## config.mk

```make
export PLATFORM = sky130hd
export DESIGN_NAME = mult_hilo_unit
export DESIGN_NICKNAME = d
export VERILOG_FILES = /design/src/rtl/mult_hilo_unit.sv
export SDC_FILE = /design/constraint.sdc
export NUM_CORES = 1
export LEC_CHECK = 0
export CAP_MARGIN = 20
export CORE_UTILIZATION = 41
export DETAILED_ROUTE_END_ITERATION = 10
export PLACE_DENSITY = 0.66
export SKIP_CTS_REPAIR_TIMING = 1
export SLEW_MARGIN = 10
export SYNTH_ARGS = -nofsm -noshare
export SYNTH_HDL_FRONTEND = slang
export SYNTH_SLANG_ARGS = --single-unit
```

## constraint.sdc

```tcl
create_clock -name Clk -period 5.3 [get_ports Clk]
set_input_delay 0.795 -clock Clk [delete_from_list [all_inputs] [get_ports Clk]]
set_output_delay 0.795 -clock Clk [all_outputs]
set_load 0.05 [all_outputs]
```

## src/rtl/mult_hilo_unit.sv

```systemverilog
// Multi-cycle multiply/accumulate unit with architectural HI/LO registers and a Busy/Done handshake.
// Define MULT_HILO_FAST_EN for the single-cycle multiplier variant; the default is iterative shift-add.
module mult_hilo_unit #(
    parameter int WIDTH = 32
) (
    input  logic             Clk,
    input  logic             Rst,
    input  logic             Start,
    input  logic [4:0]       ALUControl,
    input  logic [WIDTH-1:0] A,
    input  logic [WIDTH-1:0] B,
    input  logic             Flush,
    output logic             Busy,
    output logic             Done,
    output logic [WIDTH-1:0] MulResult,
    output logic [WIDTH-1:0] Hi,
    output logic [WIDTH-1:0] Lo
);

    localparam logic [4:0] OP_MULT  = 5'b00011;
    localparam logic [4:0] OP_MULTU = 5'b00100;
    localparam logic [4:0] OP_MUL   = 5'b10011;
    localparam logic [4:0] OP_MADD  = 5'b10100;
    localparam logic [4:0] OP_MSUB  = 5'b10101;

`ifdef MULT_HILO_FAST_EN
    localparam int MCW = WIDTH;
`else
    // The multiplicand is shifted left once per CALC cycle, so it needs the full product width.
    localparam int MCW = 2 * WIDTH;
    localparam int CW  = $clog2(WIDTH);
`endif

    typedef enum logic [1:0] {
        IDLE = 2'd0,
        CALC = 2'd1,
        ACC  = 2'd2,
        DONE = 2'd3
    } state_t;

    state_t               state_reg,  state_next;
    logic [4:0]           op_reg,     op_next;
    logic                 neg_reg,    neg_next;
    logic [MCW-1:0]       mcand_reg,  mcand_next;
    logic [WIDTH-1:0]     mplier_reg, mplier_next;
    logic [2*WIDTH-1:0]   prod_reg,   prod_next;
    logic [WIDTH-1:0]     hi_reg,     hi_next;
    logic [WIDTH-1:0]     lo_reg,     lo_next;
    logic [WIDTH-1:0]     mul_reg,    mul_next;
`ifndef MULT_HILO_FAST_EN
    logic [CW-1:0]        cnt_reg,    cnt_next;
`endif

    logic                 op_valid;
    logic                 op_signed;
    logic [WIDTH-1:0]     a_mag;
    logic [WIDTH-1:0]     b_mag;
    logic [2*WIDTH-1:0]   prod_final;
    logic [2*WIDTH-1:0]   hilo_cur;

    assign op_valid  = (ALUControl == OP_MULT) || (ALUControl == OP_MULTU) ||
                       (ALUControl == OP_MUL)  || (ALUControl == OP_MADD)  ||
                       (ALUControl == OP_MSUB);
    assign op_signed = (ALUControl != OP_MULTU);
    assign a_mag     = (op_signed && A[WIDTH-1]) ? -A : A;
    assign b_mag     = (op_signed && B[WIDTH-1]) ? -B : B;
    // Magnitudes are multiplied unsigned; the sign is restored once, at accumulate time.
    assign prod_final = neg_reg ? -prod_reg : prod_reg;
    assign hilo_cur   = {hi_reg, lo_reg};

    always_comb begin
        state_next  = state_reg;
        op_next     = op_reg;
        neg_next    = neg_reg;
        mcand_next  = mcand_reg;
        mplier_next = mplier_reg;
        prod_next   = prod_reg;
        hi_next     = hi_reg;
        lo_next     = lo_reg;
        mul_next    = mul_reg;
`ifndef MULT_HILO_FAST_EN
        cnt_next    = cnt_reg;
`endif
        case (state_reg)
            IDLE, DONE: begin
                state_next = IDLE;
                if (Start && op_valid) begin
                    state_next  = CALC;
                    op_next     = ALUControl;
                    neg_next    = op_signed && (A[WIDTH-1] ^ B[WIDTH-1]);
                    mplier_next = b_mag;
                    prod_next   = '0;
`ifdef MULT_HILO_FAST_EN
                    mcand_next  = a_mag;
`else
                    mcand_next  = {{WIDTH{1'b0}}, a_mag};
                    cnt_next    = '0;
`endif
                end
            end
            CALC: begin
                if (Flush) begin
                    state_next = IDLE;
                end else begin
`ifdef MULT_HILO_FAST_EN
                    prod_next  = {{WIDTH{1'b0}}, mcand_reg} * {{WIDTH{1'b0}}, mplier_reg};
                    state_next = ACC;
`else
                    if (mplier_reg[0]) begin
                        prod_next = prod_reg + mcand_reg;
                    end
                    mcand_next  = mcand_reg << 1;
                    mplier_next = mplier_reg >> 1;
                    if (cnt_reg == CW'(WIDTH - 1)) begin
                        state_next = ACC;
                    end else begin
                        cnt_next = cnt_reg + 1'b1;
                    end
`endif
                end
            end
            ACC: begin
                if (Flush) begin
                    state_next = IDLE;
                end else begin
                    state_next = DONE;
                    case (op_reg)
                        OP_MULT, OP_MULTU: {hi_next, lo_next} = prod_final;
                        OP_MADD:           {hi_next, lo_next} = hilo_cur + prod_final;
                        OP_MSUB:           {hi_next, lo_next} = hilo_cur - prod_final;
                        OP_MUL:            mul_next = prod_final[WIDTH-1:0];
                        default:           ;
                    endcase
                end
            end
            default: state_next = IDLE;
        endcase
    end

    always_ff @(posedge Clk) begin
        if (!Rst) begin
            state_reg  <= IDLE;
            op_reg     <= '0;
            neg_reg    <= 1'b0;
            mcand_reg  <= '0;
            mplier_reg <= '0;
            prod_reg   <= '0;
            hi_reg     <= '0;
            lo_reg     <= '0;
            mul_reg    <= '0;
`ifndef MULT_HILO_FAST_EN
            cnt_reg    <= '0;
`endif
        end else begin
            state_reg  <= state_next;
            op_reg     <= op_next;
            neg_reg    <= neg_next;
            mcand_reg  <= mcand_next;
            mplier_reg <= mplier_next;
            prod_reg   <= prod_next;
            hi_reg     <= hi_next;
            lo_reg     <= lo_next;
            mul_reg    <= mul_next;
`ifndef MULT_HILO_FAST_EN
            cnt_reg    <= cnt_next;
`endif
        end
    end

    // Handshake outputs decode the state register only, so inputs never reach them combinationally.
    assign Busy      = (state_reg == CALC) || (state_reg == ACC);
    assign Done      = (state_reg == DONE);
    assign Hi        = hi_reg;
    assign Lo        = lo_reg;
    assign MulResult = mul_reg;

endmodule

```

* Word-level counts from Yosys, hierarchy flattened
Cells that the tools add are included.
Storage, ports and cells: flip-flop bits (word level) 269, bits in latches 0, bits in writable memories 0, memory bits (read-only) 0, input port bits 73, output and inout bits 98, word-level logic and storage cells 83, memories kept 0
Operators by class: add/sub/neg operators 7, multiply operators 0, divide/modulo/power cells 0, magnitude comparators 0, equal/unequal tests 20, shift operators 0, muxes and demuxes 24, bitwise gates (word level) 2, reductions and logical operators 20
Operators by type and width (number):
- $mux W64 | 6
- $pmux W64 S2 | 2
- $pmux W32 S3 | 2
- $add A64 B64 Y64 | 2
- $mux W32 | 4
- $neg A32 Y32 | 2
- $neg A64 Y64 | 1
- $pmux W32 S2 | 1
- $sub A64 B64 Y64 | 1
- $eq A5 B5 Y1 const B | 7
- $mux W5 | 3
- $eq A5 B2 Y1 const B | 2
- $eq A5 B3 Y1 const B | 2
- $pmux W5 S2 | 1
- $reduce_and A3 Y1 | 3
- $ne A2 B2 Y1 const B | 4
- $reduce_and A4 Y1 | 2
- $mux W2 | 3
- $pmux W2 S3 | 1
- $add A5 B1 Y5 const B | 1
- $logic_or A1 B1 Y1 | 5
- $ne A5 B3 Y1 const B | 1
- $eq A2 B2 Y1 const B | 2
- $logic_and A1 B1 Y1 | 4
- 10 further kinds | 11

* Logic depth before layout (Yosys ltp)
Gate-level depths: netlist of run 1.
depth after elaboration 8, mapped depth 25, gate-level depth less buffers 23

* Least setup slack after synthesis of run 1
OpenSTA, ideal clock, no wires.
path kind reg-to-reg, start register prod_reg[16], end register hi_reg[29] (netlist: Hi[29]), setup time 0.120 ns, arrival 5.425 ns, data required time 5.180 ns, path slack -0.245 ns, stages on the path, launching flop included 22, path buffers 1, period minus slack after synthesis 5.545 ns, path through dfxtp_1 > or4_4 > or3_1 > or3b_1 > or2_1 > or3_1 > buf_2 > or2_2 > o41ai_1 > xor2_1 > inv_1 > ha_1 > nor4_1 > nand2_1 > nor3_1 > o211ai_1 > nand3_1 > a41o_1 > a21oi_1 > nor4_1 > mux2_2 > a211o_1
Between the ends: word-level cells in the longest chain between the ends 4, elaborated cells on any way between the ends 5, those cells by class 3 x add/sub; 2 x mux
RTL lines:
- start: declaration | RTL line 46 | logic [2*WIDTH-1:0] prod_reg, prod_next;
- start signal: assignment | RTL line 160 | prod_reg <= prod_next;
- $neg A64 Y64 | RTL line 68 | assign prod_final = neg_reg ? -prod_reg : prod_reg;
- $mux W64 * | RTL line 68
- $sub A64 B64 Y64 or $add A64 B64 Y64 (tied branches) | RTL line 130, 129
- $pmux W32 S3 * | RTL line 127 | case (op_reg)
- end signal: assignment | RTL line 161 | hi_reg <= hi_next;
- end: declaration | RTL line 47 | logic [WIDTH-1:0] hi_reg, hi_next;
Every way passes the cells marked *; elsewhere a longest branch is shown, timed or not. A chain may end at the register's enable or synchronous reset.

* Final worst setup path of run 1
start register prod_reg[19], end register hi_reg[30] (netlist: Hi[30])
The elaborated chain is that of the path after synthesis.

==> metrics.md, run 1 <==
| Metric | Value |
|---|---|
| Worst r2r src | prod_reg[19] |
| CTS tree | done |
| Sw Share | 25.3% |
| FF-to-FF setup slack | -270 ps |
| Clk_lat worst skew | 570 ps |
| Largest net degree at the start of global routing | 102 |
| Antenna violations before repair | 0 |
| Height of the die | 249 microns |
| Worst ir drop on vdd | 0.000171 V |
| DRT Pass-1 Iters | 5 |
| DR vias | 27440 |
| Count of final setup violators | 23 |
| Worst Setup SP | prod_reg[19] |
| Drt wl/cell | 18.5 microns |
| Die span in x | 249 microns |
| Buffers on Ports | 170 |
| Fmax | 180 MHz |
| Yosys reg bits | 269 |
| Seq pwr share | 43.5% |
| GPL Wtd Cong | 1.01 |
| Post-synthesis cell count | 3460 |
| Failing checks | setup timing |
| Critical path fanouts, max | 5 |
| Yosys top cell area share | 21.6% |
| WHS | 464 ps |
| Sw Pwr | 1.20 mW |
| Hold path depth | 2 |
| Total gr overflow | 0 |
| Starting Density | 41.4% |
| Max clock buf depth | 3 |
| Synth Flop Type | dfxtp_1 |
| Pwr per Cell Area | 141 mW/mm^2 |
| Final ANT Viol Nets | 0 |
| P_leak | 14.7 nW |
| Setup ws final | -269 ps |
| Sequential area share after synthesis | 21.6% |
| Number of CTS-inserted buffers | 35 |
| Post-synth cell types | 79 |
| Final period util | 105% |
| Combinational share of power | 7.3% |
| Root Buffer | clkbuf_16 |
| Max-cap violations | 0 |
| Register-to-Register Path Depth | 25 |
| Initial drt markers | 2197 |
| Final Max Slew Viols | 0 |
| RSZ-0062 raised after global routing | true |
| Run status | finished with violations |
| Via density | 5.73 |
| Post-synth EDFFs | 0 |
| Critical path class | reg -> reg |
| Hpwl dp | 67200 microns |
| CTS Sinks | 269 |
| Std cell rows | 90 |
| Worst-Margin Slew | 940 ps |
| I/O pin cnt | 171 |
| Crit end category | flop |
| Top post-synthesis cells by area | dfxtp_1 (22%), ha_1 (10%), nand2_1 (7.0%), a21oi_1 (6.3%), o21ai_0 (5.8%) |
| Finished Core Util | 55.6% |
| Slew HR | 36.6% |
| First-pass GRT wire length | 137000 microns |
| Avg Inst Size Synth | 7.21 sq um |
| CTS clk-pin slew, worst paths | 60 ps |
| Final min period | 5570 ps |
| Hold Vio Cnt, Final | 0 |
| Internal power | 3.53 mW |
| Synth area leader | dfxtp_1 |
| Worst R2R End | Hi[30] |
| DRC viols | 0 |
| GRT Util Overall | 27.1% |
| Syn Nets | 3742 |
| Fin nets | 4270 |
| Post-synthesis instance area | 0.0250 sq mm |
| Share of cells above drive strength 1 | 20.8% |
| Post-synth ARST share | 0% |
| Total wire length | 88800 microns |
| Clock skew | 29.1 ps |
| H-tree Lvls | 2 |
| Core Area | 0.0602 sq mm |
| Clock power frac | 49.3% |
| Hold Path Class | reg -> reg |
| Hold Crit Start | mplier_reg[22] |
| Critical path startpoint category | flop |
| Vias in the first global route | 24968 |
| Area grow syn2layout | 34.4% |
| Yosys warning count | 0 |
| Die area | 0.0619 sq mm |
| WP data required | 5800 ps |
| # diodes | 0 |
| Hold EP | mplier_reg[22] |
| Worst Path Arrival | 6070 ps |
-- cell families (layout without fill, tap and decap cells) --
family / count (synthesis) / count (layout) / synth area share [%]
AO/OA/AOI/OAI: 1225 / 1225 / 31.7
AND/OR/NAND/NOR: 1131 / 1131 / 21.5
buffers and inverters: 371 / 921 / 5.60
flip-flops: 269 / 269 / 21.6
XOR/XNOR: 237 / 237 / 8.32
adder cells (fa/ha/maj): 209 / 209 / 10.6
multiplexers: 18 / 18 / 0.747
-- critical path, stage by stage, from the launching register on --
cell and delay, ps:
dfxtp_2 310, or4_4 530, or3_4 340, or3b_4 400
or2_4 270, or3_4 420, or2_4 270, buf_6 140
nand2_4 70, xor2_2 170, inv_2 60, buf_6 120
ha_4 150, buf_6 120, a211oi_4 220, nor2_2 70
nor4_2 290, o21ai_1 120, a31oi_1 220, buf_4 190
o21ai_2 100, a21o_1 260, a31oi_1 260, xnor2_1 160
nand2_1 100, a21oi_2 160
-- Yosys cell counts (17+ instances only) --
cell / instances
ha_1: 206
nand4_1: 37
buf_1: 17
o41ai_1: 17
o21bai_1: 48
or3_1: 23
xor2_1: 109
clkbuf_1: 188
and2_1: 20
nor2_1: 204
nor3_1: 63
a211oi_1: 29
inv_1: 160
o211ai_1: 40
nand3_1: 52
a21oi_1: 315
nand2_1: 465
o31ai_1: 56
a31oi_1: 36
a22oi_1: 72
nor4_1: 36
o21ai_0: 291
o21a_1: 20
or4_1: 20
a21o_1: 72
o211a_1: 40
dfxtp_1: 269
a21boi_0: 83
nand2b_1: 32
nor2b_1: 110
xnor2_1: 128
-- metrics by stage --
step / power [mW] / cell area [sq um] / setup slack [ps] / setup TNS, ps / cells
3_5_place_dp: 2.43 / 30600 / -559 / -8500 / 4684
2_1_floorplan: 2.30 / 25000 / -36.3 / -61.9 / 3460
6_report: 4.72 / 33500 / -269 / -3530 / 4792
3_3_place_gp: 2.43 / 30600 / -517 / -6900 / 4683
5_1_grt: 4.89 / 33500 / -518 / -8510 / 4792
4_1_cts: 4.76 / 31700 / -552 / -8830 / 4743
-- final cells by class --
cell class                 instances  area [sq um]
fill                            5645         26700
multi-input combinational       2820         19700
timing repair buffer             699          5790
sequential                       269          5390
clock buffer                      50          1010
tap                              782           978
inverter                         163           621
clock inverter                     9          78.8
-- power groups by stage --
| stage | Clock (mW) | Sequential [mW] | Combinational, mW |
|---|---|---|---|
| floorplan | 0 | 2.09 | 0.212 |
| global placement | 0 | 2.10 | 0.333 |
| detailed placement | 0 | 2.10 | 0.336 |
| CTS | 2.37 | 2.05 | 0.337 |
| global route | 2.45 | 2.05 | 0.378 |
| finish | 2.33 | 2.05 | 0.342 |
-- placed cells by master, fill, tap and decap left out, drive strengths merged, types with 15 or more instances in the layout --
cell,instances
o31ai,56
nand2b,33
a22oi,72
a31oi,36
a21o,72
o21ai,292
ha,206
or3,26
inv,161
a21oi,315
clkdlybuf4s50,169
a221oi,15
o211ai,40
nor4,36
xnor2,128
nor2b,110
dfxtp,269
clkbuf,50
or4,21
o41ai,18
xor2,109
a21boi,83
nand3,52
nand2,465
o21a,20
o211a,40
nor2,204
nor3,63
buf,530
and2,24
nand4,37
o21bai,48
a211oi,29
or2,17
-- worst max-delay path by stage --
stage / endpoint / slack, ps / cells past startpoint
4_1_cts: Hi[24] / -550 / 23
3_3_place_gp: Hi[24] / -520 / 23
2_1_floorplan: Hi[29] / -40 / 21
6_report: Hi[30] / -270 / 25
5_1_grt: Hi[20] / -520 / 25
3_5_place_dp: Hi[24] / -560 / 23
-- routing by layer --
metal  wire length [microns]  global-route usage [%]
met1                   40900                    38.3
met2                   39000                    42.1
met3                    6730                    4.48
met4                    2250                    7.76
met5                       0                       0
Note: power is estimated with default switching activity, not from simulation.
==> run 2: changes to the inputs <==
--- a/config.mk
+++ b/config.mk
@@ -6,6 +6,7 @@
 export NUM_CORES = 1
 export LEC_CHECK = 0
 export CAP_MARGIN = 20
+export CORE_ASPECT_RATIO = 1.2
 export CORE_UTILIZATION = 41
 export DETAILED_ROUTE_END_ITERATION = 10
 export PLACE_DENSITY = 0.66
==> constraint.sdc (replaced) <==
create_clock -name Clk -period 4.8 [get_ports Clk]
set_input_delay 0.72 -clock Clk [delete_from_list [all_inputs] [get_ports Clk]]
set_output_delay 0.72 -clock Clk [all_outputs]
set_load 0.05 [all_outputs]
==> metrics.md, run 2 (synthesis results as in run 1) <==
| Metric | Value |
|---|---|
| Run status | finished with violations |
| Failing checks | setup timing |
| Critical path class | reg -> reg |
| Clk_lat worst skew | 570 ps (about the same) |
| Fin nets | 4413 (+3.3%) |
| Largest net degree at the start of global routing | 103 (+0.98%) |
| Most common cell after layout, fill and taps aside | buf_4 |
| Final ANT Viol Nets | 0 (unchanged) |
| Fmax | 180 MHz (+0.48%) |
| Area grow syn2layout | 42.8% |
| Worst-Margin Slew | 1140 ps (+198 ps) |
| First-pass GRT wire length | 139000 microns (+1.2%) |
| Die area | 0.0619 sq mm (about the same) |
| Final Max Slew Viols | 0 (unchanged) |
| Std cell rows | 98 (+8.9%) |
| DRC viols | 0 (unchanged) |
| Grt met2 use | 46.5% (+4.4 points) |
| Setup ws final | -743 ps (-474 ps) |
| RSZ-0062 raised after global routing | true |
| Vias in the first global route | 26115 (+4.6%) |
| DRT Pass-1 Iters | 8 (+3) |
| Pwr per Cell Area | 153 mW/mm^2 (+8.3%) |
| Number of CTS-inserted buffers | 34 (-2.9%) |
| Antenna violations before repair | 1 (+1) |
| Share of cells above drive strength 1 | 26.6% (+5.8 points) |
| Finished Core Util | 59.5% (+3.9 points) |
| Drt wl/cell | 18.6 microns (+0.34%) |
| Max-cap violations | 0 (unchanged) |
| WHS | 464 ps (-0.0670 ps) |
| GRT Util Overall | 28.1% (+0.96 points) |
| P_leak | 15.6 nW (+6.7%) |
| Final min period | 5540 ps (-26.4 ps) |
| DR vias | 28037 (+2.2%) |
| Worst ir drop on vdd | 0.000208 V (+22%) |
| Commonest non-fill, non-tap cells in the layout | buf_4 (637), nand2_1 (450), dfxtp_1 (266) |
| GPL Wtd Cong | 1.02 (+0.76%) |
| H-tree Lvls | 2 (unchanged) |
| Critical path fanouts, max | 4 (-1) |
| Crit end category | flop |
| Slew HR | 23.7% (-13 points) |
| Via density | 5.66 (-1.2%) |
| Die span in x | 227 microns (-8.6%) |
| Critical path startpoint category | flop |
| Met1 Usage GRT | 36.4% (-1.9 points) |
| Height of the die | 272 microns (+9.5%) |
| CTS tree | done |
| Starting Density | 41.7% (+0.28 points) |
| Root Buffer | clkbuf_16 |
| Post-Layout Cell Count | 4955 (+3.4%) |
| Fillers | 5575 (-1.2%) |
| Worst Path Arrival | 6000 ps (-70 ps) |
| WP data required | 5260 ps (-540 ps) |
| Initial drt markers | 1823 (-17%) |
| Core Area | 0.0598 sq mm (-0.68%) |
| Buffers on Ports | 170 (unchanged) |
| Grt met3 use | 3.88% (-0.60 points) |
| CTS Sinks | 269 (unchanged) |
| Clock skew | 22.8 ps (-6.35 ps) |
| # diodes | 0 (unchanged) |
| Sum Neg Setup Slack | -15950 ps (-12420 ps) |
| Total gr overflow | 0 (unchanged) |
| Hold Vio Cnt, Final | 0 (unchanged) |
| Count of final setup violators | 33 (+43%) |
| Placed cell count | 4844 (+3.4%) |
| I/O pin cnt | 171 (unchanged) |
| Hold Path Class | reg -> reg |
| Total wire length | 92200 microns (+3.8%) |
| Max clock buf depth | 3 (unchanged) |
| CTS clk-pin slew, worst paths | 60 ps (about the same) |
| Hpwl dp | 69700 microns (+3.8%) |
| Final period util | 115% (+10 points) |
| GR peak layer | met2 |
-- run 2: layer usage --
| layer | wire length, microns | up-vias |
|---|---|---|
| li1 | - | 13790 |
| met1 | 39800 | 13178 |
| met2 | 43100 | 867 |
| met3 | 5710 | 200 |
| met4 | 3480 | 2 |
| met5 | 13 | - |
-- run 2: final timing paths --
kind	slack [ps]	cells after the start	start	endpoint
min reg2reg	460	2	mplier_reg[14]	mplier_reg[14]
max	-740	25	prod_reg[16]	Hi[29]
max reg2reg	-740	25	prod_reg[16]	Hi[29]
min	460	2	mplier_reg[14]	mplier_reg[14]
-- run 2: area by class of cell --
| class | count | area, sq um | share of cell area [%] |
|---|---|---|---|
| clock inverter | 16 | 236 | 0.664 |
| inverter | 163 | 621 | 1.74 |
| multi-input combinational | 2820 | 20500 | 57.6 |
| timing repair buffer | 843 | 6910 | 19.4 |
| tap | 800 | 1000 | 2.81 |
| clock buffer | 44 | 958 | 2.69 |
| sequential | 269 | 5390 | 15.1 |
-- run 2: report_power, final --
group,total [mW],leakage (nW),internal (mW),switching (mW)
registers,2.27,2.17,2.25,0.0154
logic,0.378,12.9,0.169,0.209
clock network,2.79,0.584,1.69,1.10
total,5.44,15.6,4.11,1.33
-- run 2: per-stage QoR --
step | area (sq um) | setup WS, ps | total power [mW]
finish | 35600 | -743 | 5.44
CTS | 33100 | -1090 | 5.49
detailed placement | 31900 | -1080 | 2.69
global route | 35600 | -891 | 5.62
global placement | 31900 | -927 | 2.68
floorplan | 25300 | -528 | 2.54
-- run 2: worst max-delay path, cell delays in order, from the launching register on --
cell and delay (ps):
dfxtp_2 310, or4_4 530, or3_1 320, or3b_1 370
or2_1 250, buf_4 140, buf_6 120, o41ai_4 240
xor2_1 190, buf_4 170, inv_4 40, ha_4 220
nor3_2 200, nand3_1 130, nor3_1 210, buf_4 170
nand2_1 70, o21ai_2 210, buf_4 150, o211ai_1 100
nand3_1 160, a41o_1 240, a21oi_2 90, nor4_2 170
mux2_2 370, a211o_1 280
